[config.mk]
export PLATFORM = sky130hd
export DESIGN_NAME = one_counter_ctrl
export DESIGN_NICKNAME = d
export VERILOG_FILES = /design/src/rtl/one_counter_ctrl.sv
export SDC_FILE = /design/constraint.sdc
export NUM_CORES = 1
export LEC_CHECK = 0
export ABC_AREA = 1
export CORE_MARGIN = 1
export CORE_UTILIZATION = 25
export DETAILED_ROUTE_END_ITERATION = 10
export GPL_ROUTABILITY_DRIVEN = 0
export PLACE_DENSITY = 0.84
export SKIP_CTS_REPAIR_TIMING = 1
export SYNTH_ARGS = -nofsm -noshare
export SYNTH_HDL_FRONTEND = slang
export SYNTH_SLANG_ARGS = --single-unit
[constraint.sdc]
create_clock -name CLK -period 1.3 [get_ports CLK]
set_input_delay 0.195 -clock CLK [delete_from_list [all_inputs] [get_ports CLK]]
set_output_delay 0.195 -clock CLK [all_outputs]
set_load 0.03 [all_outputs]
[src/rtl/one_counter_ctrl.sv]
// Control FSM for the one-counter datapath: loads DataIn, counts its set bits by
// shift-and-test through the register file, then latches the count into Out.
module one_counter_ctrl #(
    parameter logic [3:0] R_DATA   = 4'd0,
    parameter logic [3:0] R_CNT    = 4'd1,
    parameter logic [2:0] ALU_PASS = 3'b000,
    parameter logic [2:0] ALU_INC  = 3'b001,
    parameter logic [2:0] ALU_SHR  = 3'b010,
    parameter logic [2:0] ALU_CLR  = 3'b011
) (
    input  logic        CLK,
    input  logic        RSTn,
    input  logic        Start,
    input  logic [15:0] Datapath,
    output logic        IE,
    output logic [3:0]  WAA,
    output logic [3:0]  WAB,
    output logic [3:0]  RAA,
    output logic [3:0]  RAB,
    output logic        WEA,
    output logic        WEB,
    output logic        REA,
    output logic        REB,
    output logic [2:0]  S_ALU,
    output logic        shift_ctrl,
    output logic        OE,
    output logic        Busy,
    output logic        Done
);

    typedef enum logic [2:0] {
        IDLE,
        LOAD,
        CLR,
        TEST,
        INC,
        SHIFT,
        OUT,
        DONE
    } state_t;

    state_t state;
    state_t next_state;

    always_ff @(posedge CLK or negedge RSTn) begin
        if (!RSTn) begin
            state <= IDLE;
        end else begin
            state <= next_state;
        end
    end

    // Moore decode: every output depends on state alone; only TEST and IDLE look at inputs,
    // and only to pick the next state.
    always_comb begin
        next_state = state;
        IE         = 1'b0;
        WAA        = 4'd0;
        WAB        = 4'd0;
        RAA        = 4'd0;
        RAB        = 4'd0;
        WEA        = 1'b0;
        WEB        = 1'b0;
        REA        = 1'b0;
        REB        = 1'b0;
        S_ALU      = ALU_PASS;
        shift_ctrl = 1'b0;
        OE         = 1'b0;
        Busy       = 1'b1;
        Done       = 1'b0;

        case (state)
            IDLE: begin
                Busy = 1'b0;
                if (Start) begin
                    next_state = LOAD;
                end
            end
            LOAD: begin
                IE         = 1'b1;
                WEB        = 1'b1;
                WAB        = R_DATA;
                next_state = CLR;
            end
            CLR: begin
                REA        = 1'b1;
                RAA        = R_CNT;
                S_ALU      = ALU_CLR;
                WEA        = 1'b1;
                WAA        = R_CNT;
                next_state = TEST;
            end
            TEST: begin
                REB = 1'b1;
                RAB = R_DATA;
                if (Datapath == 16'h0000) begin
                    next_state = OUT;
                end else if (Datapath[0]) begin
                    next_state = INC;
                end else begin
                    next_state = SHIFT;
                end
            end
            INC: begin
                REA        = 1'b1;
                RAA        = R_CNT;
                S_ALU      = ALU_INC;
                WEA        = 1'b1;
                WAA        = R_CNT;
                next_state = SHIFT;
            end
            SHIFT: begin
                REB        = 1'b1;
                RAB        = R_DATA;
                S_ALU      = ALU_SHR;
                WEB        = 1'b1;
                WAB        = R_DATA;
                shift_ctrl = 1'b1;
                next_state = TEST;
            end
            OUT: begin
                REA        = 1'b1;
                RAA        = R_CNT;
                S_ALU      = ALU_PASS;
                OE         = 1'b1;
                next_state = DONE;
            end
            DONE: begin
                Done       = 1'b1;
                next_state = IDLE;
            end
            default: begin
                Busy       = 1'b0;
                next_state = IDLE;
            end
        endcase
    end

endmodule
==> impl_results.md <==
- Power per cell area: 2650 nW/um2
- Synth cell types: 13
- Outcome: complete, but fails checks
- DR iter-0 viols: 2
- I/O pin total: 47
- Hold crit path type: in -> async
- Final WS setup: -0.107 ns
- Vias in the first global route: 439
- Critical path peak fanout: 7
- Biggest register: state
- Hpwl dp: 865 um
- EDFF count, synth: 0
- Vias/cell: 4.04
- H-Tree Level Count: 1
- # diodes: 0
- Fmax: 711 MHz
- Leak: 0.390 nW
- CP Class: reg -> out
- Crit-path slowest cell: dfrtp_2
- Avg Synthesized Cell Area: 5.95 um2
- Hold Violations, Final: 0
- DRC viols: 0
- Clock tree from TritonCTS: done
- Clock slew at reported path FFs: 0.04 ns
- Fillers: 131
- Final setup fails: 11
- Synth warnings: 0
- Clock skew: 0.00512 ns
- Clock Tree Root: clkbuf_4
- Row cnt: 13
- Final worst-path cycle share: 1.08
- Post-synthesis sequential area ratio: 0.191
- Dominant cell type by area after synthesis: buf_4
- Post-synth ARST share: 1.00
- Clock Sinks: 3
- First-pass GRT wire length: 1680 um
- Stages on the worst setup path: 4
- GR Overflow Total: 0
- Vias: 477
- Largest registers: state: 3 flops
- DR pass1 iterations: 4
- PortBufs: 31
- Tmin final: 1.41 ns
- Tot GR Track Use: 0.122
- Startpoint Class: flip-flop
- RSZ-0062 raised after global routing: true
- Total CTS buffers: 3
- Avg WL per Cell: 8.26 um
- Final setup TNS: -0.663 ns
- CP bufs+invs: 2
- Initial antenna violation count: 0
- Reg2Reg Depth: 5
- Synth Flop Type: dfrtp_1
- Commonest cells in the netlist: 17 x buf_4, 17 x nor2_1, 12 x nand2_1
- Slew Viols, Final: 0
- Critical path's largest stage delay: 0.44 ns
- Antenna-violating nets left: 0
- Critical Path RT: 1.11 ns
- Yosys reg bits: 3
- MaxCap Viol Count: 0
- VDD IR max: 0.000955 V
- Die ar.: 1730 um2
- Critical path's most frequent cell: buf_4
- Largest delay share family, worst path: flip-flops
- Failing checks: setup timing
- Share of cells above drive strength 1: 0.369
- P&R area growth vs syn: 99.7%
- Nets: 123
- WP data arrival: 1.21 ns
- CP Capture Type: primary output
- Maximum clock path buffer count: 2
- Cells along the critical path: buf_4 -> nand3_4 -> o21ai_1 -> buf_4
- Cell count after synthesis: 66
- Core area: 1380 um2
- Initial Utilization: 0.284
- Top post-synthesis cells by area: buf_4 32%, dfrtp_1 19%, nor2_1 16%
- Max reg flops: 3
- Dpl ws: 0.0834 ns
- Synth top area share: 0.325
- Drt total wl: 975 um
- Mapped cell area: 393 um2
- Die W: 41.6 um
- Die Y: 41.6 um
- Largest net degree at the start of global routing: 8
- WHS: 0.144 ns
- Worst-skew pair later-pin latency: 0.23 ns
[area by class of cell]
class	count	area [um2]	area share
Tap cell	15	18.8	0.0239
Clock buffer	4	26.3	0.0335
Sequential cell	3	77.6	0.0989
Timing Repair Buffer	36	345	0.440
Multi-Input combinational cell	54	292	0.372
Inverter	6	25.0	0.0319
[through the flow]
| step | cells | area [um2] | power, mW | util |
|---|---|---|---|---|
| floorplan | 80 | 500 | 1.27 | - |
| global placement | 110 | 677 | 1.62 | 0.490 |
| detailed placement | 110 | 677 | 1.65 | 0.490 |
| CTS | 114 | 703 | 1.82 | 0.509 |
| global route | 118 | 785 | 2.21 | 0.567 |
| finish | 118 | 785 | 2.08 | 0.567 |
[path summary, 6_finish.rpt]
check	slack (ns)	from	end
max in group asynchronous	0.99	RSTn	state[1]
min reg2reg	0.61	state[2]	state[2]
max reg2reg	0.15	state[2]	state[1]
min in group CLK	0.55	Start	state[0]
min	0.14	RSTn	state[0]
max	-0.11	state[1]	S_ALU[0]
[worst register-to-register path: stages (launching register included)]
cell	delay, ns
dfrtp_2	0.43
inv_2	0.10
buf_6	0.13
nor2_1	0.06
or2_1	0.19
a21oi_1	0.14
[layer usage]
| layer | up-vias | GRT usage | wire [um] | part of all wire |
|---|---|---|---|---|
| met1 | 210 | 0.130 | 372 | 0.38 |
| met5 | - | 0 | 0 | 0 |
| met3 | 0 | 0.0304 | 76 | 0.078 |
| met4 | 0 | 0.0581 | 0 | 0 |
| met2 | 25 | 0.222 | 527 | 0.54 |
| li1 | 242 | - | - | - |
[cell usage in the layout, fill, tap and decap left out, types with 2 or more instances in the layout]
cell	netlist	routed
clkdlybuf4s50_1	0	18
nor2_1	17	16
conb_1	1	15
buf_4	17	10
nand2_1	12	8
buf_6	0	8
nand2_4	0	5
inv_2	1	4
a21oi_1	3	3
clkbuf_4	0	3
nor2_4	0	2
dfrtp_2	0	2
[cell families (layout without fill, tap and decap cells)]
kind of cell    count (synthesis)  after routing  share of synthesized area
compound gates                  5              5                     0.0637
buf+inv                        23             46                      0.382
flops                           3              3                      0.191
other cells                     1             15                    0.00954
simple gates                   34             34                      0.353
[power breakdown]
part           internal (mW)  switching [mW]
sequential             0.149          0.0772
combinational          0.698           0.995
clock                  0.115          0.0475
total                  0.961            1.12
Note: power is estimated with default switching activity, not from simulation.
